`config.mk`:
```
export PLATFORM = sky130hd
export DESIGN_NAME = ula_sequencial
export DESIGN_NICKNAME = d
export VERILOG_FILES = /design/src/rtl/ula_sequencial.sv
export SDC_FILE = /design/constraint.sdc
export NUM_CORES = 1
export LEC_CHECK = 0
export ABC_AREA = 1
export ABC_CLOCK_PERIOD_IN_PS = 2800
export CORE_ASPECT_RATIO = 1.75
export CORE_MARGIN = 1
export CORE_UTILIZATION = 62
export CTS_BUF_LIST = sky130_fd_sc_hd__clkbuf_8
export CTS_CLUSTER_DIAMETER = 40
export DETAILED_ROUTE_END_ITERATION = 10
export PLACE_DENSITY = 0.83
export SETUP_SLACK_MARGIN = 0.15
export SYNTH_ARGS = -nofsm -noshare
export SYNTH_HDL_FRONTEND = slang
export SYNTH_SLANG_ARGS = --single-unit
export TNS_END_PERCENT = 30
```
`constraint.sdc`:
```
create_clock -name clock -period 2.8 [get_ports clock]
set_input_delay 0.7 -clock clock [delete_from_list [all_inputs] [get_ports clock]]
set_output_delay 0.7 -clock clock [all_outputs]
set_load 0.01 [all_outputs]
```
`src/rtl/ula_sequencial.sv`:
```
`default_nettype none
// ============================================================================
//  Module   : ula_sequencial
//  Purpose  : LARGURA-bit ALU with registered outputs. Seven single-cycle
//             operations (AND, OR, XOR, NOR, ADD, SUB, SLT) plus a
//             multi-cycle shift-add multiplier behind a start/busy/valid
//             handshake.
//  Ports    : clock      - rising-edge clock
//             reset_n    - synchronous active-low reset
//             inicio     - start request, sampled on rising edge
//             operacao   - operation select, sampled with inicio
//             entrada1   - operand A, sampled with inicio
//             entrada2   - operand B, sampled with inicio
//             resultado  - registered result, held until next completion
//             zero       - registered, 1 when resultado == 0
//             valido     - one-cycle pulse when a new resultado appears
//             ocupado    - high while a multiplication is in progress
//  Revision : 1.0 - initial release
// ============================================================================
module ula_sequencial #(
    parameter int LARGURA = 32
) (
    input  logic               clock,
    input  logic               reset_n,
    input  logic               inicio,
    input  logic [2:0]         operacao,
    input  logic [LARGURA-1:0] entrada1,
    input  logic [LARGURA-1:0] entrada2,
    output logic [LARGURA-1:0] resultado,
    output logic               zero,
    output logic               valido,
    output logic               ocupado
);

    localparam logic [0:0] OCIOSO = 1'b0;
    localparam logic [0:0] MULT   = 1'b1;

    localparam logic [2:0] OP_AND = 3'b000;
    localparam logic [2:0] OP_OR  = 3'b001;
    localparam logic [2:0] OP_XOR = 3'b010;
    localparam logic [2:0] OP_NOR = 3'b011;
    localparam logic [2:0] OP_ADD = 3'b100;
    localparam logic [2:0] OP_SUB = 3'b101;
    localparam logic [2:0] OP_SLT = 3'b110;
    localparam logic [2:0] OP_MUL = 3'b111;

    // Counter only needs to reach LARGURA-1.
    localparam int                CW     = (LARGURA > 2) ? $clog2(LARGURA) : 1;
    localparam logic [CW-1:0]     ULTIMO = CW'(LARGURA - 1);

    logic [0:0]         estado;
    logic [LARGURA-1:0] multiplicando;
    logic [LARGURA-1:0] multiplicador;
    logic [LARGURA-1:0] acumulador;
    logic [CW-1:0]      contador;

    logic [LARGURA-1:0] alu;
    logic [LARGURA-1:0] acumulador_prox;
    logic               menor;

    assign menor = $signed(entrada1) < $signed(entrada2);

    always_comb begin
        alu = '0;
        case (operacao)
            OP_AND:  alu = entrada1 & entrada2;
            OP_OR:   alu = entrada1 | entrada2;
            OP_XOR:  alu = entrada1 ^ entrada2;
            OP_NOR:  alu = ~(entrada1 | entrada2);
            OP_ADD:  alu = entrada1 + entrada2;
            OP_SUB:  alu = entrada1 - entrada2;
            OP_SLT:  alu = {{(LARGURA-1){1'b0}}, menor};
            default: alu = '0;  // MUL goes through the sequential path
        endcase
    end

    // One shift-add step; the carry out of the top bit is discarded, which
    // keeps only the low LARGURA bits of the product.
    assign acumulador_prox = multiplicador[0] ? (acumulador + multiplicando)
                                              : acumulador;

    always_ff @(posedge clock) begin
        if (!reset_n) begin
            estado        <= OCIOSO;
            resultado     <= '0;
            zero          <= 1'b1;
            valido        <= 1'b0;
            ocupado       <= 1'b0;
            multiplicando <= '0;
            multiplicador <= '0;
            acumulador    <= '0;
            contador      <= '0;
        end else begin
            valido <= 1'b0;
            case (estado)
                OCIOSO: begin
                    if (inicio) begin
                        if (operacao == OP_MUL) begin
                            multiplicando <= entrada1;
                            multiplicador <= entrada2;
                            acumulador    <= '0;
                            contador      <= '0;
                            estado        <= MULT;
                        end else begin
                            resultado <= alu;
                            zero      <= (alu == '0);
                            valido    <= 1'b1;
                        end
                    end
                end
                MULT: begin
                    acumulador    <= acumulador_prox;
                    multiplicando <= multiplicando << 1;
                    multiplicador <= multiplicador >> 1;
                    contador      <= contador + CW'(1);
                    // Busy rises after the first iteration and drops with the
                    // result, so it is high for LARGURA-1 cycles and never
                    // overlaps valido.
                    ocupado       <= (contador != ULTIMO);
                    if (contador == ULTIMO) begin
                        resultado <= acumulador_prox;
                        zero      <= (acumulador_prox == '0);
                        valido    <= 1'b1;
                        contador  <= '0;
                        estado    <= OCIOSO;
                    end
                end
                default: estado <= OCIOSO;
            endcase
        end
    end

endmodule
`default_nettype wire

```
==> impl_metrics.yaml, run 1 <==
global_route:
  overflow: 10
  grt_max_degree: 67
  gr-usage-all-layers: 0.6106
  grt_pass1_vias: 21940
  grt_first_pass_wirelength_microns: 115800
floorplan:
  rows: 74
  initial_core_util: 0.6317
  ios: 105
  die_x_microns: 118.8
  die_y_microns: 206.4
synth:
  synth-edff-count: 0
  synthFlopType: "dfxtp_1"
  synthArstFlopShare: 0
  synth_cells: 2649
  synth_seq_area_share: 0.1854
  syn_area_per_cell_sq_um: 5.586
  synth.distinct_cells: 46
  synth_nets: 2854
  yosys_register_bits: 137
  yosys_warnings: 0
  syn_area_sq_um: 14800
clock_network:
  cts.path.max_buffers: 3
  clock-root-buffer: "clkbuf_8"
  clock-sinks: 137
  cts_buffers: 25
  h-tree-depth: 4
run_status:
  error_line: "[ERROR GRT-0116] Global routing finished with congestion. Check the congestion regions in the DRC Viewer."
  outcome: "did not finish"
  lastStage: "global routing"
placement:
  hpwl_microns: 49200
  io_buffer_count: 104
  dpl_cell_area_sq_um: 18790
  place.gp.congestion: 1.133
timing repair:
action,in CTS
hold endpoints to repair,0
pin swaps,57
buffers inserted,7
endpoints found under the setup margin,29
resized for setup,275
hold buffers,0
routing by layer:
layer / GRT overflow / GRT usage
met1: 0 / 0.5972
met2: 6 / 0.9223
met3: 0 / 0.2735
met4: 4 / 0.6551
met5: 0 / 0.006250
per-stage QoR:
stage	std cells	hold slack (ns)	setup slack (ns)
CTS	3393	0.4680	-0.04406
detailed placement	3355	0.4583	-0.9533
global placement	3355	0.4498	-0.9188
floorplan	2649	0.4411	0.2383
cells in the mapped netlist (4+ instances only):
cell type  instances  area, sq um
nand2_1          956         3588
inv_1            420         1577
nand3_1          214         1071
nor2_1           203        762.0
dfxtp_1          137         2743
a21oi_1          135        675.7
ha_1             132         1652
a31oi_1           82        513.0
o21ai_0           72        360.4
clkbuf_1          49        183.9
nand4_1           26        162.7
buf_2             25        125.1
nor3_1            21        105.1
o22ai_1           19        118.9
a221oi_1          14        122.6
o21bai_1          14        105.1
or2_2             14        87.58
inv_2             12        45.04
a211oi_1          11        82.58
nand2_2            9        56.30
buf_6              8        90.09
nor2_2             8        50.05
o211ai_1           8        60.06
buf_1              7        26.28
nand3b_1           6        45.04
o21ai_1            6        30.03
buf_4              5        37.54
and2_1             4        25.02
o221ai_1           4        35.03
cell families after synthesis:
family / synth area share
XOR/XNOR: 0.001776
buffers and inverters: 0.1435
flip-flops: 0.1854
AND/OR/NAND/NOR: 0.4078
AO/OA/AOI/OAI: 0.1459
adder cells (fa/ha/maj): 0.1157
==> run 2, diff against run 1 <==
==> config.mk (replaced) <==
export PLATFORM = sky130hd
export DESIGN_NAME = ula_sequencial
export DESIGN_NICKNAME = d
export VERILOG_FILES = /design/src/rtl/ula_sequencial.sv
export SDC_FILE = /design/constraint.sdc
export NUM_CORES = 1
export LEC_CHECK = 0
export ABC_AREA = 1
export ABC_CLOCK_PERIOD_IN_PS = 2800
export CORE_MARGIN = 1
export CORE_UTILIZATION = 40
export DETAILED_ROUTE_END_ITERATION = 10
export PLACE_DENSITY_LB_ADDON = 0.15
export SYNTH_ARGS = -nofsm -noshare
export SYNTH_HDL_FRONTEND = slang
export SYNTH_SLANG_ARGS = --single-unit
export TNS_END_PERCENT = 30
==> impl_metrics.yaml, run 2 <==
synth:
  synth_seq_area_share: 0.1854
  syn_area_sq_um: 14800
  synth.most_common_cell: "nand2_1"
  yosysTopAreaCellShare: 0.2425
  synth_top_cell_by_area: "nand2_1"
  synth_nets: 2854
  syn_area_per_cell_sq_um: 5.586
  synth.distinct_cells: 46
  yosys-top-cells-count: "nand2_1 (956), inv_1 (420), nand3_1 (214), nor2_1 (203), dfxtp_1 (137)"
  synth_cells: 2649
  synthFlopType: "dfxtp_1"
  synthArstFlopShare: 0
  yosys_warnings: 0
  synth_area_leaders: "nand2_1 (24%), dfxtp_1 (19%), ha_1 (11%), inv_1 (11%), nand3_1 (7.2%)"
  yosys_register_bits: 137
  synth-edff-count: 0
floorplan:
  rows: 70
  core-area_sq_um: 36520
  die_x_microns: 194.3
  initial_core_util: 0.4051
  ios: 105
  dieArea_sq_um: 37760
  die_y_microns: 194.3
cells_and_area:
  seq_area_sq_um: 2749
  nFillCells: 3654
  layout_commonest_cell: "nand2_1"
  final_cell_mix: "nand2_1 (877), buf_4 (476), inv_1 (349)"
  final_core_util: 0.6086
  drive_gt1_frac: 0.3052
  area_growth_pct: 50.22
  multi_input_area_sq_um: 11510
  fin_nets: 3396
sta:
  min_period_ns: 2.858
  fmax_ghz: 0.3499
  finalSetupTns_ns: -0.05784
  worst_slack_ns: -0.05784
  setup_viol: 1
  slew_viol_final: 0
  hold_violations: 0
  tightest_slew_ns: 0.5890
  relSlewSlack: 0.6073
  rsz0062_at_grt: "true"
  min_period_over_period: 1.021
  skew_ns: 0.007646
global_route:
  gr-usage-all-layers: 0.3486
  grt_use_met3: 0.05049
  grt_pass1_vias: 18180
  grt_max_degree: 53
  overflow: 0
  grt-busiest-layer: "met2"
  use_met1: 0.4465
  grt.met2_usage: 0.5722
  grt_first_pass_wirelength_microns: 101500
  antenna_found_initial: 2
pwr:
  ir_drop_mv: 0.4713
  power.density_nw_per_um2: 342.1
  p_leak_nw: 11.14
clock_network:
  hold_buffers: 0
  cts.path.max_buffers: 2
  clock-sinks: 137
  cts_tree: "built"
  clk_pin_slew_worst_paths_ns: 0.07
  h-tree-depth: 4
  clkLatencyLatePin_ns: 0.45
  cts_buffers: 17
  clock-root-buffer: "clkbuf_16"
placement:
  io_buffer_count: 104
  hpwl_microns: 53760
  place.gp.congestion: 1.028
drt:
  drc: 0
  antenna_left: 0
  firstDrtPassIters: 7
  vias: 19050
  via_per_inst: 5.185
  drt_iter0_markers: 1410
  detail_route.wirelength_microns: 66940
  avgRoutedWirePerCell_microns: 18.22
setup_path:
  worstPathMaxFanout: 3
  cp.required_ns: 3.20
  cpPeakStageDelay_ns: 0.36
  rr_worst_depth: 19
  crit_chain: "buf_4 > inv_2 > ha_4 > inv_2 > fa_2 > nand2_2 > nand2_2 > nand3_2 > nand2_2 > buf_4 > a21oi_2 > o21ai_2 > nand2_1 > nand3_2 > nor2_2 > nand2_1 > nor2_1 > nand2_2 > nor2_1 > nand2_1 > nand2_1 > nand2_1 > nand2_1"
  crit_top_cell: "nand2_1"
  end_kind: "register"
  cp.arrival_ns: 3.26
  crit_type: "in -> reg"
  startpoint_type: "primary input"
  worst_path_max_delay_cell: "fa_2"
min_path:
  hold_path_depth: 2
  hp-class: "reg -> reg"
run_status:
  violations: "setup timing"
  outcome: "finished with violations"
flow_run:
  cap_violations: 0
[run 2: worst paths after layout]
check / to / from / slack (ns)
worst max-delay path: zero$_SDFFE_PN1P_ / entrada1[0] / -0.06
worst min-delay path: contador[3]$_SDFFE_PN0P_ / contador[3]$_SDFFE_PN0P_ / 0.47
worst max register to register: zero$_SDFFE_PN1P_ / multiplicando[8]$_SDFFE_PN0P_ / 0.05
worst min register to register: contador[3]$_SDFFE_PN0P_ / contador[3]$_SDFFE_PN0P_ / 0.47
[run 2: logic make-up after synthesis]
family                   count (synthesis)  synth area share
AND/OR/NAND/NOR                       1471            0.4078
AO/OA/AOI/OAI                          371            0.1459
XOR/XNOR                                 3          0.001776
adder cells (fa/ha/maj)                135            0.1157
flip-flops                             137            0.1854
buffers and inverters                  532            0.1435
[run 2: layout make-up]
| type | count | share of cell area |
|---|---|---|
| Antenna cell | 2 | 0.0002252 |
| Timing Repair Buffer | 621 | 0.2314 |
| Sequential cell | 137 | 0.1237 |
| Clock buffer | 20 | 0.02055 |
| Tap cell | 468 | 0.02634 |
| Clock inverter | 12 | 0.006305 |
| Inverter | 434 | 0.07363 |
| Multi-Input combinational cell | 1980 | 0.5179 |
[run 2: critical path: cells and delay by family]
family	cells	cell delay [ns]
adders and majority gates	2	0.49
and+or+nand+nor	15	1.43
buffers and inverters	4	0.41
AOI/OAI and AO/OA	2	0.21
[run 2: routing by layer]
| metal | vias up | wire [microns] |
|---|---|---|
| li1 | 9501 | - |
| met1 | 8788 | 29320 |
| met2 | 621 | 30470 |
| met3 | 139 | 3718 |
| met4 | 0 | 3426 |
| met5 | - | 0 |
[run 2: power by group]
group	total, mW	leakage [nW]	internal (mW)	switching (mW)
logic	3.18	9.73	1.42	1.76
registers	2.07	1.12	2.02	0.0539
clock network	2.35	0.289	1.37	0.981
total	7.60	11.1	4.81	2.80
[run 2: metrics by stage]
stage	instances	setup slack, ns	total power [mW]	hold WS, ns	area (sq um)
3_5_place_dp	3592	-1.148	4.718	0.4544	19670
6_report	3674	-0.05784	7.604	0.4668	22230
2_1_floorplan	2649	0.2383	3.302	0.4411	14800
5_1_grt	3673	-0.1544	7.926	0.4891	22230
3_3_place_gp	3592	-1.172	4.710	0.4481	19670
4_1_cts	3655	0.002899	7.403	0.4645	21600
[run 2: repair_timing]
item / in CTS / in global routing
setup endpoints to repair: 28 / 14
pin swaps: 85 / 78
gates cloned: 0 / 0
setup buffers: 31 / 17
resized for setup: 376 / 198
(Power assumes the default switching activity.)
